[config.mk]
export PLATFORM = sky130hd
export DESIGN_NAME = ahb_resp_mux_flat
export DESIGN_NICKNAME = d
export VERILOG_FILES = /design/src/rtl/ahb_pkg.sv /design/src/rtl/ahb_resp_mux_if.sv /design/src/rtl/ahb_onehot_mux.sv /design/src/rtl/ahb_resp_mux.sv /design/src/flat_wrapper.sv
export SDC_FILE = /design/constraint.sdc
export NUM_CORES = 1
export LEC_CHECK = 0
export BUFFER_PORTS_ARGS = -buffer_cell sky130_fd_sc_hd__buf_2
export CAP_MARGIN = 20
export CORE_AREA = 4 4 137 139
export DETAILED_ROUTE_END_ITERATION = 8
export DIE_AREA = 0 0 141 143
export PLACE_DENSITY = 0.39
export SYNTH_ARGS = -nofsm -noshare
export SYNTH_HDL_FRONTEND = slang
export SYNTH_SLANG_ARGS = --single-unit
[constraint.sdc]
create_clock -name clk -period 6.9 [get_ports clk]
set_clock_uncertainty 0.1 [all_clocks]
set_input_delay 1.38 -clock clk [delete_from_list [all_inputs] [get_ports clk]]
set_output_delay 1.38 -clock clk [all_outputs]
set_load 0.01 [all_outputs]
[src/rtl/ahb_pkg.sv]
// Shared AHB definitions for the response multiplexer slice.
// Holds the HTRANS encodings, the HRESP encodings and the state type
// of the built-in default slave that answers unmapped transfers.
package ahb_pkg;

  localparam logic [1:0] HTRANS_IDLE   = 2'b00;
  localparam logic [1:0] HTRANS_BUSY   = 2'b01;
  localparam logic [1:0] HTRANS_NONSEQ = 2'b10;
  localparam logic [1:0] HTRANS_SEQ    = 2'b11;

  localparam logic HRESP_OKAY  = 1'b0;
  localparam logic HRESP_ERROR = 1'b1;

  // Default-slave states: IDLE gives a zero-wait OKAY, ERR1/ERR2 form the
  // two-cycle ERROR response.
  typedef enum logic [1:0] {
    DS_IDLE = 2'd0,
    DS_ERR1 = 2'd1,
    DS_ERR2 = 2'd2
  } ds_state_e;

endpackage

[src/rtl/ahb_resp_mux_if.sv]
// Bus bundle between the AHB master side and the response multiplexer.
//   hsel/htrans           : address-phase select and transfer type
//   hrdata_s/hreadyout_s/hresp_s : packed per-slave data-phase responses
//   hrdata/hready/hresp   : muxed response to the master (hready is also
//                           the bus HREADY fed back to every slave)
//   onehot_err            : sticky multi-hot select flag
// Modport "slave" is the multiplexer's view, "master" the driver's view.
interface ahb_resp_mux_if #(
  parameter int NSLV = 9,
  parameter int DW   = 32
);
  logic [NSLV-1:0]    hsel;
  logic [1:0]         htrans;
  logic [NSLV*DW-1:0] hrdata_s;
  logic [NSLV-1:0]    hreadyout_s;
  logic [NSLV-1:0]    hresp_s;
  logic [DW-1:0]      hrdata;
  logic               hready;
  logic               hresp;
  logic               onehot_err;

  modport slave (
    input  hsel, htrans, hrdata_s, hreadyout_s, hresp_s,
    output hrdata, hready, hresp, onehot_err
  );

  modport master (
    output hsel, htrans, hrdata_s, hreadyout_s, hresp_s,
    input  hrdata, hready, hresp, onehot_err
  );
endinterface

[src/rtl/ahb_onehot_mux.sv]
// Combinational one-hot AND-OR multiplexer.
//   sel  : one-hot select, one bit per channel
//   din  : packed channels, channel k in bits [k*DW +: DW]
//   dout : OR of all channels masked by their select bit (zero if sel=0)
module ahb_onehot_mux #(
  parameter int NSLV = 9,
  parameter int DW   = 32
) (
  input  logic [NSLV-1:0]    sel,
  input  logic [NSLV*DW-1:0] din,
  output logic [DW-1:0]      dout
);

  logic [DW-1:0] term [NSLV];

  genvar gi;
  generate
    for (gi = 0; gi < NSLV; gi++) begin : g_term
      assign term[gi] = din[gi*DW +: DW] & {DW{sel[gi]}};
    end
  endgenerate

  always_comb begin
    dout = '0;
    for (int k = 0; k < NSLV; k++) begin
      dout = dout | term[k];
    end
  end

endmodule

[src/rtl/ahb_resp_mux.sv]
// AHB data-phase response multiplexer with built-in default slave.
//   clk  : single clock, rising edge
//   rst  : asynchronous active-high reset
//   bus  : ahb_resp_mux_if.slave bundle (address-phase inputs, per-slave
//          responses in, muxed hrdata/hready/hresp and onehot_err out)
// The address phase is captured only while hready=1. A captured slave
// select routes that slave's response straight through; an empty select
// hands the data phase to the default slave, which answers IDLE/BUSY with
// OKAY and NONSEQ/SEQ with a two-cycle ERROR.
module ahb_resp_mux
  import ahb_pkg::*;
#(
  parameter int NSLV = 9,
  parameter int DW   = 32
) (
  input  logic           clk,
  input  logic           rst,
  ahb_resp_mux_if.slave  bus
);

  localparam logic [NSLV-1:0] ONE = NSLV'(1);

  logic [NSLV-1:0] dsel_reg;
  logic [NSLV-1:0] dsel_next;
  ds_state_e       state_reg;
  ds_state_e       state_next;
  logic            onehot_err_reg;

  logic [NSLV-1:0] hsel_lowest;
  logic            hsel_multi;
  logic            trans_active;
  logic            sample;

  logic [DW-1:0]   mux_rdata;
  logic [0:0]      mux_ready;
  logic [0:0]      mux_resp;
  logic            fsm_ready;
  logic            fsm_resp;

  // x & -x isolates the lowest set bit; x & (x-1) clears it, so anything
  // left over means two or more bits were set.
  assign hsel_lowest  = bus.hsel & (~bus.hsel + ONE);
  assign hsel_multi   = |(bus.hsel & (bus.hsel - ONE));
  assign trans_active = (bus.htrans == HTRANS_NONSEQ) || (bus.htrans == HTRANS_SEQ);

  // The muxed HREADY doubles as the bus HREADY, so it also gates capture.
  assign sample = bus.hready;

  ahb_onehot_mux #(.NSLV(NSLV), .DW(DW)) u_mux_rdata (
    .sel  (dsel_reg),
    .din  (bus.hrdata_s),
    .dout (mux_rdata)
  );

  ahb_onehot_mux #(.NSLV(NSLV), .DW(1)) u_mux_ready (
    .sel  (dsel_reg),
    .din  (bus.hreadyout_s),
    .dout (mux_ready)
  );

  ahb_onehot_mux #(.NSLV(NSLV), .DW(1)) u_mux_resp (
    .sel  (dsel_reg),
    .din  (bus.hresp_s),
    .dout (mux_resp)
  );

  always_ff @(posedge clk or posedge rst) begin
    if (rst) begin
      dsel_reg       <= '0;
      state_reg      <= DS_IDLE;
      onehot_err_reg <= 1'b0;
    end else begin
      dsel_reg  <= dsel_next;
      state_reg <= state_next;
      if (sample && hsel_multi) begin
        onehot_err_reg <= 1'b1;
      end
    end
  end

  always_comb begin
    dsel_next  = dsel_reg;
    state_next = state_reg;
    fsm_ready  = 1'b1;
    fsm_resp   = HRESP_OKAY;

    case (state_reg)
      DS_ERR1: begin
        fsm_ready = 1'b0;
        fsm_resp  = HRESP_ERROR;
      end
      DS_ERR2: begin
        fsm_resp = HRESP_ERROR;
      end
      default: ;
    endcase

    if (state_reg == DS_ERR1) begin
      // First ERROR cycle never captures an address.
      state_next = DS_ERR2;
    end else if (sample) begin
      dsel_next = hsel_lowest;
      if (bus.hsel == '0 && trans_active) begin
        state_next = DS_ERR1;
      end else begin
        state_next = DS_IDLE;
      end
    end
  end

  // With dsel_reg=0 the data mux already yields zero read data.
  assign bus.hrdata     = mux_rdata;
  assign bus.hready     = (|dsel_reg) ? mux_ready[0] : fsm_ready;
  assign bus.hresp      = (|dsel_reg) ? mux_resp[0]  : fsm_resp;
  assign bus.onehot_err = onehot_err_reg;

endmodule

[src/flat_wrapper.sv]
// flat-port wrapper written by rule: the top's interface ports become plain ports
module ahb_resp_mux_flat import ahb_pkg::*;
#(
  parameter int NSLV = 9,
  parameter int DW   = 32
)
  (clk, rst, bus_hsel, bus_htrans, bus_hrdata_s, bus_hreadyout_s, bus_hresp_s, bus_hrdata, bus_hready, bus_hresp, bus_onehot_err);
  ahb_resp_mux_if #(.NSLV(NSLV), .DW(DW)) bus_i ();
  input  logic clk;
  input  logic rst;
  input wire logic [$bits(bus_i.hsel)-1:0] bus_hsel;
  input wire logic [$bits(bus_i.htrans)-1:0] bus_htrans;
  input wire logic [$bits(bus_i.hrdata_s)-1:0] bus_hrdata_s;
  input wire logic [$bits(bus_i.hreadyout_s)-1:0] bus_hreadyout_s;
  input wire logic [$bits(bus_i.hresp_s)-1:0] bus_hresp_s;
  output wire logic [$bits(bus_i.hrdata)-1:0] bus_hrdata;
  output wire logic [$bits(bus_i.hready)-1:0] bus_hready;
  output wire logic [$bits(bus_i.hresp)-1:0] bus_hresp;
  output wire logic [$bits(bus_i.onehot_err)-1:0] bus_onehot_err;
  assign bus_i.hsel = bus_hsel;
  assign bus_i.htrans = bus_htrans;
  assign bus_i.hrdata_s = bus_hrdata_s;
  assign bus_i.hreadyout_s = bus_hreadyout_s;
  assign bus_i.hresp_s = bus_hresp_s;
  assign bus_hrdata = bus_i.hrdata;
  assign bus_hready = bus_i.hready;
  assign bus_hresp = bus_i.hresp;
  assign bus_onehot_err = bus_i.onehot_err;
  ahb_resp_mux #(.NSLV(NSLV), .DW(DW)) u_core (.clk(clk), .rst(rst), .bus(bus_i));
endmodule
Word level (Yosys, flattened, before mapping)
Cells that the tools add are included.
Widths: inputs -> output; s select.
{ "op_classes": {"n_eq_ne": 4, "mux": 7, "bitwise": 55, "n_reduce_logical": 9, "add_sub_neg": 2} }
{ "op_table": {"columns": ["op", "n"], "rows": [
  ["$and 32x32->32", 9],
  ["$or 32x32->32", 8],
  ["$and 1x1->1", 18],
  ["$and 9x9->9", 2],
  ["$reduce_or 9->1", 2],
  ["$or 1x1->1", 16],
  ["$add 9x1->9 const B", 1],
  ["$logic_not 9->1", 1],
  ["$not 9->9", 1],
  ["$sub 9x1->9 const B", 1],
  ["$eq 2x2->1 const B", 3],
  ["$mux 1", 5],
  ["$mux 2", 2],
  ["$eq 2x1->1 const B", 1],
  ["$logic_and 1x1->1", 2],
  ["$reduce_and 2->1", 1],
  ["$reduce_bool 2->1", 1],
  ["$reduce_or 2->1", 1],
  ["$logic_or 1x1->1", 1],
  ["$not 1->1", 1]
]} }
{ "totals": {"input_bits": 319, "word_cells": 80, "regBits": 12, "out_inout_bits": 35} }

Longest topological paths before layout
Gate-level depths: netlist (run 1).
{ "depth": {"depth_word": 12, "ltp_mapped": 6, "ltp_nobuf": 5} }

Modules after synthesis
From an unflattened synthesis (run 1), not the netlist that was laid out.
{ "hier_totals": {"hier_cells": 262, "hier_area_um2": 2391.0} }
{ "by_module_without_submodules": {"columns": ["mod", "n_inst", "area_per_inst_um2", "cells_per_inst"], "rows": [
  ["ahb_onehot_mux at u_core.u_mux_rdata", 1, 1599.0, 187],
  ["ahb_resp_mux", 1, 699.4, 65],
  ["ahb_onehot_mux at u_core.u_mux_ready ...", 2, 46.3, 5]
]} }

Worst setup path before layout (run 1)
OpenSTA, ideal clock, no wires.
{ "synth_path": {"path_kind": "input -> output", "start": "input port bus_hreadyout_s[1]", "end": "output port bus_hready", "path_buffers": 0, "arrival_ps": 2181, "setup_slack_ps": 3239, "required_ps": 5420, "stages": 4, "path_cell_list": "a222oi_1 nand3_1 nor2_1 o21ai_0"} }
{ "synth_via": {"elab_chain_cells": 10} }
{ "synth_rtl": {"columns": ["element", "line_no", "rtl"], "rows": [
  ["start, declared", "flat_wrapper.sv:14", "input wire logic [$bits(bus_i.hreadyout_s)-1:0] bus_hreadyout_s;"],
  ["$and 1x1->1", "ahb_onehot_mux.sv:19", "assign term[gi] = din[gi*DW +: DW] & {DW{sel[gi]}};"],
  ["$or 1x1->1 (8 in series)", "ahb_onehot_mux.sv:26", "dout = dout | term[k];"],
  ["$mux 1", "ahb_resp_mux.sv:113", "assign bus.hready = (|dsel_reg) ? mux_ready[0] : fsm_ready;"],
  ["end, declared", "flat_wrapper.sv:17", "output wire logic [$bits(bus_i.hready)-1:0] bus_hready;"]
]} }
Every way passes these cells.

Worst setup path after layout (run 1)
Ends and elaborated chain as after synthesis.

==> flow_metrics.py, run 1 <==
metrics = {
    "synth": {
        "ys_seq_area_share_pct": 13.23,
        "synth_edf_count": 0,
        "synth_top_cell_area_share_pct": 14.99,
        "synth_fp_nets": 611,
        "async_flop_share_pct": 100.0,
        "syn_avg_cell_area_um2": 7.800,
        "synth_area_leaders": "a222oi_1 15%, dfrtp_1 13%, a22o_1 13%, a221oi_1 12%, a22oi_1 12%",
        "synth_cells": 291,
        "synth_top_area_cell": "a222oi_1",
        "yosysWarningCount": 0,
        "synth_flop_cell": "dfrtp_1",
        "ys_ff_latch": 12,
        "syn-cell-area_um2": 2270,
        "synth_cell_type_count": 37,
    },
    "clocking": {
        "cts_root_buf": "clkbuf_16",
        "cts_buffer_depth": 2,
        "cts_resized": 0,
        "cts.clk_slew.worst_paths_ns": 0.04,
        "clk_latency_ns": 0.24,
        "cts_tree": "yes",
        "cts_hold_buf": 0,
        "cts_sinks": 12,
        "cts_made_buffers": 3,
        "cts_max_level": 1,
        "cts_setup_buffers": 0,
    },
    "setup_path": {
        "rrSetupSlack_ns": 4.34,
        "max_stage_delay_ns": 0.39,
        "crit-reg2reg-capture": "u_core.state_reg[0]",
        "worstPathCellList": "buf_2, a222oi_1, nand3_1, nor2_1, o21ai_0, buf_2",
        "crit_start": "bus_hreadyout_s[1]",
        "r2r_start": "u_core.dsel_reg[4]",
        "cp-endpoint": "bus_hready",
        "arrival_ns": 2.58,
        "critPathLaunchType": "input port",
        "critical_path.slowest_cell": "a222oi_1",
        "crit_path_end_kind": "output pin",
        "path_max_fanout": 3,
        "crit_type": "in -> out",
        "r2r_cells": 5,
        "cp.required_ns": 5.42,
        "crit_path_frequent_cell": "buf_2",
    },
    "sta": {
        "maxSlewHeadroom_pct": 46.87,
        "tns_ns": 0,
        "rsz0062_at_grt": "false",
        "fmax_ghz": 0.2462,
        "finalSetupViolCount": 0,
        "fin_crit_ns": 4.062,
        "slew_violations": 0,
        "worstMarginPinSlew_ns": 0.7897,
        "fin_crit_sh_pct": 58.87,
        "finalHoldViolCount": 0,
    },
    "pwr": {
        "pwr-share-clk_pct": 10.2,
        "fin_total_pwr_w": 0.001047,
        "seqPwrFrac_pct": 9.9,
        "pwr-share-comb_pct": 79.9,
        "p_leak_nw": 2.166,
        "power_density_nw_per_um2": 242.4,
        "switching_power_w": 0.0005231,
        "intPower_w": 0.0005237,
        "ir_drop_uv": 122.9,
        "switching_share_pct": 49.97,
    },
    "detailed_routing": {
        "vias": 4307,
        "viasPerCell": 5.073,
        "firstDrtPassIters": 9,
        "route.detailed.drc": 0,
        "wl_mm": 18.54,
        "drtIter0Drc": 336,
        "drtAntennaViolNets": 0,
        "avgRoutedWirePerCell_um": 21.84,
    },
    "floorplan": {
        "ioPinCount": 354,
        "die-area_um2": 20160,
        "die_h_um": 143,
        "rows": 49,
        "start_util_pct": 12.85,
        "core_um2": 17660,
        "chipWidth_um": 141,
    },
    "run_status": {
        "status": "completed",
    },
    "layout": {
        "regArea_um2": 300.3,
        "largest_reg_flops": 9,
        "layout-drive-gt1-share_pct": 60.03,
        "syn2layout_area_growth_pct": 90.24,
        "multiInputGateArea_um2": 1795,
        "nNetsFinal": 940,
        "nFillCells": 2053,
    },
    "global_route": {
        "grt.overflow.total": 0,
        "grt_pass1_wl_mm": 25.96,
        "grt_pass1_vias": 4405,
        "grt_max_degree": 39,
        "grt_antenna_before_repair": 2,
        "track_usage_pct": 16.37,
    },
    "min_path": {
        "hold_path_class": "reg -> reg",
    },
    "flow_run": {
        "drv_cap": 0,
    },
    "placement": {
        "place.gp.congestion": 0.8641,
        "dp_hpwl_mm": 14.78,
        "port_buffers": 352,
    },
}
[layout make-up]
cell class,instances,share of cell area (%)
clock buffer,3,1.739
sequential,12,6.955
multi-input combinational,235,41.58
inverter,7,0.6085
timing repair buffer,361,42.36
antenna,2,0.1159
tap,229,6.636
[layer usage]
layer / vias up / track usage, % / routed length [µm]
li1: 1969 / - / -
met1: 2046 / 20.80 / 7369
met2: 261 / 29.01 / 9319
met3: 31 / 2.378 / 1463
met4: 0 / 4.437 / 387
met5: - / 0 / 0
[cells in the mapped netlist, drive strengths merged, types with 2 or more instances]
cell and number:
nand2 5, o22ai 2, a21oi 4, a22oi 37, nand3 38, nand2b 2, or4 4, a222oi 34
a221o 2, o21ai 6, nor3 4, a22o 34, a31oi 2, inv 7, mux2 4, dfrtp 12
nor4 4, and3 2, a221oi 32, or3 3, clkbuf 26, buf 11, nor2 6
[power groups by stage]
stage                     Combinational, W  Sequential (W)  Clock (W)
after detailed placement          0.000838        0.000105          0
after global placement            0.000842        0.000105          0
after global routing              0.000909        0.000106   0.000110
after CTS                         0.000843        0.000104   0.000108
final                             0.000836        0.000103   0.000107
after floorplan                   0.000486       0.0000847          0
[placed cells by master (no fill, tap or decap)]
cell type,count
buf_2,352
nand3_1,38
a22oi_1,37
a222oi_1,34
a22o_1,34
a221oi_1,32
dfrtp_1,12
buf_4,9
inv_1,7
nor2_1,6
o21ai_0,6
nand2_1,5
a21oi_1,4
nor4_1,4
nor3_1,4
mux2_2,4
or3_1,3
clkbuf_16,3
diode_2,2
and3_1,2
or4_4,2
or4_1,2
o22ai_1,2
nand2b_1,2
a221o_1,2
o41ai_1,1
o31ai_1,1
maj3_1,1
a2111oi_0,1
a31oi_1,1
o21a_1,1
a31oi_4,1
mux2i_1,1
nor2b_1,1
nor3b_1,1
o211ai_1,1
ha_1,1
[metrics by stage]
stage	std cells	util, %	worst slack (ns)	area [µm²]	hold WS (ns)
3_5_place_dp	844	24.00	2.803	4238	0.4411
5_1_grt	849	24.45	2.710	4318	0.4759
3_3_place_gp	844	24.00	2.759	4238	0.4319
4_1_cts	847	24.43	2.799	4313	0.4495
2_1_floorplan	291	-	3.239	2270	0.4089
6_report	849	24.45	2.838	4318	0.4410
[critical path: cells and delay by family]
kind                   cells  cell delay, ns
AND/OR/NAND/NOR            2            0.44
buffers and inverters      2            0.26
AO/OA/AOI/OAI              2            0.50
[worst min-delay path by stage]
stage	cells past startpoint	start	slack [ns]	to
4_1_cts	2	u_core.state_reg[0]	0.45	u_core.state_reg[0]
3_5_place_dp	2	u_core.state_reg[0]	0.44	u_core.state_reg[0]
5_1_grt	2	u_core.state_reg[1]	0.48	u_core.state_reg[1]
6_report	2	u_core.state_reg[0]	0.44	u_core.state_reg[0]
2_1_floorplan	2	u_core.state_reg[0]	0.41	u_core.state_reg[0]
3_3_place_gp	2	u_core.state_reg[0]	0.43	u_core.state_reg[0]
[cell families (layout without fill, tap and decap cells)]
logic type / count (synthesis) / after routing / share of synthesized area (%)
compound gates: 158 / 158 / 59.32
simple gates: 70 / 70 / 16.37
buf+inv: 44 / 371 / 7.662
flops: 12 / 12 / 13.23
mux: 5 / 5 / 2.425
fa+ha+maj: 2 / 2 / 0.9922
other cells: 0 / 2 / 0
Note: power is estimated with default switching activity, not from simulation.
==> inputs of run 2 (changes only) <==
--- a/config.mk
+++ b/config.mk
@@ -7,10 +7,10 @@
 export LEC_CHECK = 0
 export BUFFER_PORTS_ARGS = -buffer_cell sky130_fd_sc_hd__buf_2
 export CAP_MARGIN = 20
-export CORE_AREA = 4 4 137 139
+export CORE_AREA = 4 4 136 138
 export DETAILED_ROUTE_END_ITERATION = 8
-export DIE_AREA = 0 0 141 143
-export PLACE_DENSITY = 0.39
+export DIE_AREA = 0 0 140 142
+export PLACE_DENSITY = 0.41
 export SYNTH_ARGS = -nofsm -noshare
 export SYNTH_HDL_FRONTEND = slang
 export SYNTH_SLANG_ARGS = --single-unit
==> constraint.sdc (replaced) <==
create_clock -name clk -period 3.6 [get_ports clk]
set_clock_uncertainty 0.1 [all_clocks]
set_input_delay 0.72 -clock clk [delete_from_list [all_inputs] [get_ports clk]]
set_output_delay 0.72 -clock clk [all_outputs]
set_load 0.01 [all_outputs]
==> run 2 against run 1 <==
Effect of this change:
- setup slack worse by 2.5 ns
- first-iteration DRC count is 6.8% higher
- worst hold slack got worse by 0.047 ns
- wire length rose by 1.5%
- non-clock buffer count is 2 higher
- sequential share of layout area barely moved
- flip-flop and latch count stayed put
==> flow_metrics.py, run 2 (synthesis gave the netlist of run 1 again) <==
metrics = {
    "setup_path": {
        "crit_path_end_kind": "output pin",
        "path_max_fanout": 18,
        "rrSetupSlack_ns": 1.11,
        "arrival_ns": 2.41,
        "crit_type": "reg -> out",
        "critPathLaunchType": "register",
        "cp.required_ns": 2.78,
    },
    "layout": {
        "final_core_util_pct": 25.21,
        "layout.cells.non_filler": 848,
        "largest_reg_flops": 9,
        "layout-drive-gt1-share_pct": 60.16,
        "nNetsFinal": 942,
        "nFillCells": 2018,
        "syn2layout_area_growth_pct": 90.79,
        "final_cell_mix": "352 x buf_2, 38 x nand3_1, 37 x a22oi_1",
        "stdcell_area_um2": 4330,
        "final_common_cell": "buf_2",
    },
    "clocking": {
        "cts_resized": 0,
        "cts_root_buf": "clkbuf_16",
        "cts_max_level": 1,
        "cts.clk_slew.worst_paths_ns": 0.04,
        "cts_setup_buffers": 0,
        "cts_hold_buf": 0,
        "clk_latency_ns": 0.23,
        "cts_buffer_depth": 2,
        "cts_sinks": 12,
        "cts_made_buffers": 3,
        "cts_tree": "yes",
    },
    "floorplan": {
        "die-area_um2": 19880,
        "core_um2": 17180,
        "ioPinCount": 354,
        "rows": 48,
        "start_util_pct": 13.21,
        "die_h_um": 142,
        "chipWidth_um": 140,
    },
    "sta": {
        "finalHoldViolCount": 0,
        "rsz0062_at_grt": "false",
        "fin_crit_ns": 3.229,
        "fin_crit_sh_pct": 89.69,
        "maxSlewHeadroom_pct": 46.73,
        "finalSetupViolCount": 0,
        "worstMarginPinSlew_ns": 0.7991,
        "fmax_ghz": 0.3097,
        "tns_ns": 0,
        "slew_violations": 0,
        "hold_ws_ns": 0.3941,
    },
    "detailed_routing": {
        "wl_mm": 18.82,
        "vias": 4349,
        "drtAntennaViolNets": 0,
        "drtIter0Drc": 359,
        "viasPerCell": 5.129,
        "avgRoutedWirePerCell_um": 22.19,
        "route.detailed.drc": 0,
        "firstDrtPassIters": 6,
    },
    "global_route": {
        "track_usage_pct": 16.94,
        "grt_pass1_vias": 4633,
        "grt.overflow.total": 0,
        "grt_max_degree": 38,
        "grt_pass1_wl_mm": 26.94,
        "grt_antenna_before_repair": 5,
    },
    "placement": {
        "dp.cells": 842,
        "dpl_cell_area_um2": 4248,
        "port_buffers": 352,
        "dp_hpwl_mm": 15.03,
        "place.gp.congestion": 0.9203,
    },
    "pwr": {
        "power_density_nw_per_um2": 466.3,
        "ir_drop_uv": 194.9,
        "p_leak_nw": 2.177,
    },
    "min_path": {
        "hold_path_class": "in -> async",
    },
    "flow_run": {
        "drv_cap": 0,
    },
    "run_status": {
        "status": "completed",
    },
}
run 2: cell count changes in the layout (fill, tap and decap cells not counted), sizes merged:
cell and delta:
diode +1, buf +2
run 2: power by group:
part	leakage (nW)	total [W]	internal, W	switching, W
clock	0.0370	0.000195	0.000144	0.0000509
combinational	1.98	0.00164	0.000709	0.000931
sequential	0.158	0.000184	0.000156	0.0000276
run 2: layer usage:
metal	vias up	wire length (µm)	global-route usage, %
met5	-	27	0
li1	1975	-	-
met4	4	458	4.539
met1	2054	7030	20.17
met3	33	1861	3.931
met2	283	9440	30.67
run 2: final cells by class:
type                            instances  area (µm²)  share of cell area, %
Antenna cell                            3       7.507                 0.1734
Tap cell                              225       281.5                  6.501
Multi-Input combinational cell        235        1795                  41.46
Sequential cell                        12       300.3                  6.934
Timing Repair Buffer                  363        1844                  42.59
Inverter                                7       26.28                 0.6068
Clock buffer                            3       75.07                  1.734
run 2: path summary, 6_finish.rpt:
path,start,end,cells after the start
worst max-delay path,u_core.dsel_reg[6],bus_hresp,5
worst min-delay path,rst,u_core.state_reg[0],2
worst max register to register,u_core.dsel_reg[6],u_core.dsel_reg[1],5
worst min register to register,u_core.state_reg[0],u_core.state_reg[0],2
max in group asynchronous,rst,u_core.dsel_reg[8],2
min in group clk,u_core.state_reg[0],u_core.state_reg[0],2
run 2: per-stage QoR:
step                      setup WS [ns]  power (W)
after floorplan                  0.9609   0.001095
after global placement           0.5130   0.001823
after detailed placement         0.5625   0.001824
after CTS                        0.2942   0.002028
after global routing             0.1248   0.002183
final                            0.3712   0.002019
run 2: worst max-delay path: stages (launching register included):
cell	delay (ns)
dfrtp_1	0.66
or3_1	0.47
nor4_1	0.60
nor3_1	0.13
a21oi_1	0.15
buf_2	0.16
